===== src/rtl/l0_skew_feeder.sv =====
// rtl/l0_skew_feeder.sv - per-row staging FIFOs feeding the systolic array west edge with diagonal skew
// Optional macro L0_SKEW_EN: when defined, row r sees the read request r cycles late; otherwise all rows pop together.
module l0_skew_feeder #(
  parameter int row   = 8,
  parameter int bw    = 4,
  parameter int depth = 16
) (
  input  logic                clk,
  input  logic                reset,
  input  logic [row*bw-1:0]   in,
  input  logic                wr,
  input  logic                rd,
  input  logic [1:0]          inst_in,
  output logic [row*bw-1:0]   out_w,
  output logic [2*row-1:0]    inst_w,
  output logic                o_full,
  output logic                o_ready,
  output logic                o_empty,
  output logic                o_underflow
);

  localparam int AW = $clog2(depth);

  logic             wr_acc;
  logic [row-1:0]   row_full;
  logic [row-1:0]   row_empty;
  logic [row-1:0]   row_uf;

  assign wr_acc      = wr & ~o_full;
  assign o_full      = |row_full;
  assign o_ready     = ~o_full;
  assign o_empty     = &row_empty;

`ifdef L0_SKEW_EN
  localparam int CH = (row > 1) ? row - 1 : 1;

  // chain[k] holds {rd, inst_in} delayed by k+1 cycles
  logic [2:0] chain [CH];

  always_ff @(posedge clk) begin
    if (reset) begin
      for (int i = 0; i < CH; i++) chain[i] <= 3'b000;
    end else begin
      chain[0] <= {rd, inst_in};
      for (int i = 1; i < CH; i++) chain[i] <= chain[i-1];
    end
  end
`endif

  for (genvar r = 0; r < row; r++) begin : g_row
    logic [bw-1:0] mem [depth];
    logic [AW-1:0] wp;
    logic [AW-1:0] rp;
    logic [AW:0]   cnt;
    logic [2:0]    req;
    logic          pop;
    logic [bw-1:0] out_q;
    logic [1:0]    inst_q;

    if (r == 0) begin : g_req0
      assign req = {rd, inst_in};
    end else begin : g_reqn
`ifdef L0_SKEW_EN
      assign req = chain[r-1];
`else
      assign req = {rd, inst_in};
`endif
    end

    // A push into an empty row is not visible to a pop in the same cycle
    assign pop          = req[2] && (cnt != '0);
    assign row_uf[r]    = req[2] && (cnt == '0);
    assign row_full[r]  = (cnt == (AW+1)'(depth));
    assign row_empty[r] = (cnt == '0);

    always_ff @(posedge clk) begin
      if (wr_acc) mem[wp] <= in[r*bw +: bw];
    end

    always_ff @(posedge clk) begin
      if (reset) begin
        wp     <= '0;
        rp     <= '0;
        cnt    <= '0;
        out_q  <= '0;
        inst_q <= 2'b00;
      end else begin
        if (wr_acc) wp <= wp + 1'b1;
        if (pop) begin
          rp    <= rp + 1'b1;
          out_q <= mem[rp];
        end
        inst_q <= pop ? req[1:0] : 2'b00;
        case ({wr_acc, pop})
          2'b10:   cnt <= cnt + 1'b1;
          2'b01:   cnt <= cnt - 1'b1;
          default: cnt <= cnt;
        endcase
      end
    end

    assign out_w[r*bw +: bw] = out_q;
    assign inst_w[2*r +: 2]  = inst_q;
  end

  always_ff @(posedge clk) begin
    if (reset)       o_underflow <= 1'b0;
    else if (|row_uf) o_underflow <= 1'b1;
  end

endmodule


===== config.mk =====
export PLATFORM = sky130hd
export DESIGN_NAME = l0_skew_feeder
export DESIGN_NICKNAME = d
export VERILOG_FILES = /design/src/rtl/l0_skew_feeder.sv
export SDC_FILE = /design/constraint.sdc
export NUM_CORES = 1
export LEC_CHECK = 0
export CELL_PAD_IN_SITES_DETAIL_PLACEMENT = 0
export CELL_PAD_IN_SITES_GLOBAL_PLACEMENT = 1
export CORE_MARGIN = 10
export CORE_UTILIZATION = 50
export CTS_CLUSTER_SIZE = 28
export DETAILED_ROUTE_END_ITERATION = 10
export HOLD_SLACK_MARGIN = 0.02
export MAX_ROUTING_LAYER = met4
export PLACE_DENSITY = 0.79
export SYNTH_ARGS = -nofsm -noshare
export SYNTH_HDL_FRONTEND = slang
export SYNTH_SLANG_ARGS = --single-unit

===== constraint.sdc =====
create_clock -name clk -period 5 [get_ports clk]
set_input_delay 1 -clock clk [delete_from_list [all_inputs] [get_ports clk]]
set_output_delay 1 -clock clk [all_outputs]
set_load 0.02 [all_outputs]

# [Word-level counts from Yosys, hierarchy flattened]
# Memories as Yosys holds them, arrays and structs flattened. A register that Yosys moved wholly into a read port is not among the register bits.
# Cells that the tools add are included.
[word_totals] inputBits=38 register_bits=121 mem_bits_rw=512 latch_bits=0 romBits=0 wordCells=168 output_inout_bits=52 memories=8
[classes] n_mul=0 n_shift=0 magnitude_cmp=0 n_div=0 muxes=10 add_sub_neg=32 n_reduce_logical=51 bitwise=10 eq_ne=24
[mem_list] memory="g_row[0].mem" depth=16 word_bits=4 rd=1 rd_ports_with_merged_regs=1 wr=1 line_no="51" text="logic [bw-1:0] mem [depth];"
[mem_list] memory="g_row[1].mem" depth=16 word_bits=4 rd=1 rd_ports_with_merged_regs=1 wr=1 line_no="51"
[mem_list] memory="g_row[2].mem" depth=16 word_bits=4 rd=1 rd_ports_with_merged_regs=1 wr=1 line_no="51"
[mem_list] memory="g_row[3].mem" depth=16 word_bits=4 rd=1 rd_ports_with_merged_regs=1 wr=1 line_no="51"
[mem_list] memory="g_row[4].mem" depth=16 word_bits=4 rd=1 rd_ports_with_merged_regs=1 wr=1 line_no="51"
[mem_list] memory="g_row[5].mem" depth=16 word_bits=4 rd=1 rd_ports_with_merged_regs=1 wr=1 line_no="51"
[mem_list] memory="2 more memories"
[ops] cell="5-bit one-hot mux with 2 select lines" count=8
[ops] cell="4-bit by 1-bit adder with 4-bit output, second input constant" count=16
[ops] cell="5-bit by 1-bit adder with 5-bit output, second input constant" count=8
[ops] cell="5-bit == test, second input constant" count=8
[ops] cell="5-bit zero test" count=8
[ops] cell="5-bit nonzero test" count=8
[ops] cell="5-bit by 1-bit subtractor with 5-bit output, second input constant" count=8
[ops] cell="2-bit by 1-bit == test with 1-bit output, second input constant" count=8
[ops] cell="2-bit == test, second input constant" count=8
[ops] cell="1-bit logical AND" count=16
[ops] cell="2-bit nonzero test" count=8
[ops] cell="2-bit OR reduction" count=8
[ops] cell="8-bit OR reduction" count=2
[ops] cell="1-bit inverter" count=9
[ops] cell="8-bit AND reduction" count=1
[ops] cell="1-bit 2-to-1 mux" count=2
[ops] cell="1-bit AND" count=1

# [Depth between registers and ports, before layout]
[depth] word_depth=6 ltp_mapped=16 mapped_depth_nobuf=13

# [Worst setup path after synthesis]
# No wires, ideal clock.
[synth_path] kind="input -> register" from="input port wr" to="register g_row[2].cnt[4]" t_required_ns=4.879 n_path_buf=3 path_slack_ns=1.229 cell_stages=14 arrival_ns=3.650 setup_ns=0.121 path_cell_list="buf_2 -> inv_1 -> nor3_4 -> buf_6 -> inv_1 -> ha_1 -> clkbuf_1 -> xor2_1 -> ha_1 -> a21o_1 -> o21ai_0 -> nand3b_1 -> a31oi_1 -> mux2_2"
[synth_via] elab_chain_len=3 elab_cells_between_ends=5 classes_between="2 x eq/ne; 1 x mux; 1 x bitwise; 1 x reduce/logical"
[synth_rtl] item="start, declared" line_no="11" text="input logic wr,"
[synth_rtl] item="1-bit AND *" line_no="29" text="assign wr_acc = wr & ~o_full;"
[synth_rtl] item="2-bit by 1-bit == test with 1-bit output / 2-bit == test (equally long branches)" line_no="94" text="case ({wr_acc, pop})"
[synth_rtl] item="5-bit one-hot mux with 2 select lines / 2-bit nonzero test (equally long branches)"
[synth_rtl] item="end signal, assigned" line_no="95" text="2'b10: cnt <= cnt + 1'b1;"
[synth_rtl] item="end signal, assigned" line_no="96" text="2'b01: cnt <= cnt - 1'b1;"
[synth_rtl] item="end signal, assigned" line_no="97" text="default: cnt <= cnt;"
[synth_rtl] item="end, declared" line_no="54" text="logic [AW:0] cnt;"
# Mark *: on every way between the ends. The rest lies on a longest branch, timed or not.
# A chain may end at the register's enable or synchronous reset.

# [Worst setup path in the final report]
[layout_path] from="register g_row[1].cnt[1]" to="output port o_empty"
[layout_via] elab_chain_len=2
[layout_rtl] item="start, declared" line_no="54"
[layout_rtl] item="start signal, assigned" line_no="95"
[layout_rtl] item="start signal, assigned" line_no="96"
[layout_rtl] item="start signal, assigned" line_no="97"
[layout_rtl] item="5-bit zero test" line_no="74" text="assign row_empty[r] = (cnt == '0);"
[layout_rtl] item="8-bit AND reduction" line_no="32" text="assign o_empty = &row_empty;"
[layout_rtl] item="end, declared" line_no="18" text="output logic o_empty,"
# No other way between the ends.

==> flow_metrics.py <==
metrics = {
    "global_route": {
        "grt_pass1_vias": 16147,
        "grt_first_pass_wirelength_um": 90650,
        "track_usage_pct": 17.63,
        "gr-total-overflow": 0,
        "grt_max_degree": 109,
        "antenna_found_initial": 0,
    },
    "cells_and_area": {
        "drive_above_1_share_pct": 14.38,
        "post-route-util_pct": 57.00,
        "fillCellCount": 4351,
        "design_area_um2": 32080,
        "num_antenna_cells": 0,
        "nets": 2075,
        "final_cell_count_no_fill": 2786,
        "area_delta_synth_final_pct": 13.30,
    },
    "detailed_routing": {
        "drc": 0,
        "wl_met1_um": 24780,
        "routedWlPerCell_um": 20.50,
        "ant_nets": 0,
        "dr_total_vias": 15864,
        "top_layer_used": "met4",
        "totalWireLength_um": 57110,
        "drt-vias-per-instance": 5.694,
        "wl_met3_um": 2538,
        "routed-wl-met2_um": 28590,
        "dr.pass1.iters": 5,
        "drt_iter0_drc": 1132,
    },
    "synth": {
        "synth_area_leaders": "edfxtp_1, dfxtp_1, mux4_2",
        "ys_seq_area_share_pct": 65.12,
        "synth.largest_area_cell": "edfxtp_1",
        "synth-seq-cells": 665,
        "syn_nets": 2031,
        "synth-async-reset-ratio_pct": 0,
        "synth-edff-count": 512,
        "synth.distinct_cells": 55,
        "syn_avg_cell_area_um2": 14.70,
        "synth_top_flop_cell": "edfxtp_1",
        "netlist_top_cells_count": "edfxtp_1, dfxtp_1, nor2_1",
        "synthCells": 1926,
        "syn_area_um2": 28310,
        "yosys_warnings": 0,
        "synth_top_area_share_pct": 54.30,
        "synth.most_common_cell": "edfxtp_1",
    },
    "clocking": {
        "cts_resized": 0,
        "htreeDepth": 3,
        "clk_pin_slew_ns": 0.05,
        "clock_path_buffers": 3,
        "cts.sinks": 665,
        "post-cts-setup-buffer-count": 0,
        "tritoncts": "done",
        "clockRootBuffer": "clkbuf_16",
        "hold_buffers": 0,
        "cts_buffers": 73,
        "clk_latency_ns": 0.61,
    },
    "critical_path": {
        "end_kind": "output port",
        "crit_path_top_delay_cell": "clkdlybuf4s50_1",
        "cp-start-kind": "flop",
        "cp.required_ns": 4.00,
        "regToRegSetupSlack_ns": 1.31,
        "rr_worst_depth": 14,
        "crit_chain": "nor4_2, nand2_1, or4_1, nor2_1, clkdlybuf4s50_1",
        "path_max_fanout": 8,
        "crit_type": "reg -> out",
        "r2r_start": "g_row[1].cnt[1]$_SDFFE_PP0P_",
        "slowest_delay_ns": 0.67,
        "crit_arrival_ns": 3.14,
        "r2r_end": "g_row[5].cnt[4]$_SDFFE_PP0P_",
    },
    "floorplanning": {
        "coreArea_um2": 56280,
        "num_rows": 87,
        "dieWidth_um": 258.0,
        "ios": 90,
        "die_height_um": 258.0,
        "die-area_um2": 66550,
        "start_util_pct": 50.31,
    },
    "placement": {
        "place_area_um2": 29630,
        "post-place-ws_ns": 0.6899,
        "port_buffers": 89,
        "gp_congestion": 0.8120,
        "dp_hpwl_um": 37460,
        "placed_cells": 2651,
    },
    "min_path": {
        "min_from": "g_row[1].out_q[0]$_SDFFE_PP0N_",
        "hp-class": "reg -> reg",
        "min_to": "g_row[1].out_q[0]$_SDFFE_PP0N_",
        "min_path_cells": 2,
    },
    "power_and_ir_drop": {
        "switching_share_pct": 33.47,
        "p_clk_share_pct": 29.9,
        "power_density_nw_per_um2": 564.1,
        "seqPwrFrac_pct": 38.8,
        "p_int_mw": 12.04,
        "comb_power_share_pct": 31.3,
        "p_sw_mw": 6.056,
        "ir_drop_mv": 0.9465,
        "cellLeakagePower_nw": 10.55,
    },
    "timing": {
        "slew_headroom_pct": 31.10,
        "timing.fmax_mhz": 241.5,
        "finalSetupViolations": 0,
        "setup_slack_ns": 0.8589,
        "min_period_ns": 4.141,
        "slew_viol_final": 0,
        "timing.setup.tns_ns": 0,
        "rsz0062_at_grt": "no",
        "worst_pin_slew_ns": 1.024,
        "finalHoldViolations": 0,
        "post-route-period-util_pct": 82.82,
        "fin_skew_ns": 0.02697,
    },
    "status": {
        "status": "finished clean",
    },
    "flow_run": {
        "drv_cap": 0,
    },
}
==> cell families after synthesis <==
logic type / count (synthesis) / share of synthesized area [%]
compound gates: 240 / 5.436
fa+ha+maj: 67 / 2.961
xor+xnor: 56 / 1.732
buf+inv: 180 / 2.886
simple gates: 561 / 10.60
mux: 157 / 11.26
flops: 665 / 65.12
==> registers in the layout, indices dropped and copies added (netlist names) <==
register and flops:
g_row.cnt 40, g_row.inst_q 16, g_row.mem 512, g_row.out_q 32, g_row.rp 32, g_row.wp 32, o_underflow 1
==> layout make-up <==
type	count	area, um2	area share (%)
clock buffer	107	2121	6.611
clock inverter	28	325.3	1.014
inverter	43	162.7	0.5071
multi-input combinational	1081	9059	28.24
sequential	665	18440	57.48
tap	756	945.9	2.949
timing repair buffer	106	1027	3.202
==> power by group through the flow <==
stage               registers (mW)  logic (mW)  clock network [mW]
CTS                           7.03        5.70                5.53
global placement              7.13        5.55                   0
detailed placement            7.14        5.67                   0
global route                  7.11        6.20                5.75
finish                        7.03        5.66                5.41
floorplan                     7.09        4.13                   0
==> worst max path at each step <==
stage                     depth (start not counted)                    startpoint                      endpoint
final                                             5  g_row[1].cnt[1]$_SDFFE_PP0P_                       o_empty
after global routing                              5  g_row[6].cnt[0]$_SDFFE_PP0P_                       o_empty
after CTS                                         5  g_row[0].cnt[0]$_SDFFE_PP0P_                       o_empty
after detailed placement                         11                            rd  g_row[5].cnt[4]$_SDFFE_PP0P_
after global placement                           11                            rd  g_row[5].cnt[4]$_SDFFE_PP0P_
after floorplan                                  14                            wr  g_row[2].cnt[4]$_SDFFE_PP0P_
==> per-layer routing <==
layer,up-vias,global-route usage [%]
li1,7467,-
met5,-,-
met2,346,28.87
met4,0,5.751
met3,85,2.877
met1,7966,22.23
==> critical path, delay by kind of cell (launching register included) <==
kind	cells	cell delay (ns)
buf+inv	1	0.67
flops	1	0.38
simple gates	4	1.48
==> per-stage QoR <==
step | power [mW] | hold slack [ns]
after floorplan | 11.22 | 0.4820
after global placement | 12.68 | 0.4699
after detailed placement | 12.82 | 0.4834
after CTS | 18.27 | 0.4969
after global routing | 19.06 | 0.5132
final | 18.10 | 0.4900
==> cell usage in the layout, fill, tap and decap left out, types with 6 or more instances in the layout <==
cell type and instances:
a21bo_2 7, a21o_1 12, a21oi_1 80, a22oi_1 38
a31oi_1 37, and2_1 16, buf_4 16, bufinv_16 7
clkbuf_1 23, clkbuf_16 78, clkbuf_8 6, clkdlybuf4s50_1 87
clkinv_2 13, dfxtp_1 153, edfxtp_1 512, ha_1 67
inv_1 42, mux2_2 12, mux2i_1 16, mux4_2 128
nand2_1 110, nand2b_1 29, nand3_1 36, nand3b_1 7
nand4_1 18, nor2_1 131, nor2b_1 37, nor3_1 44
nor3b_1 51, nor4_1 32, nor4_2 8, o21ai_0 25
o31ai_1 20, or3_1 10, or4_1 20, xnor2_1 16
xor2_1 40
(Power assumes the default switching activity.)
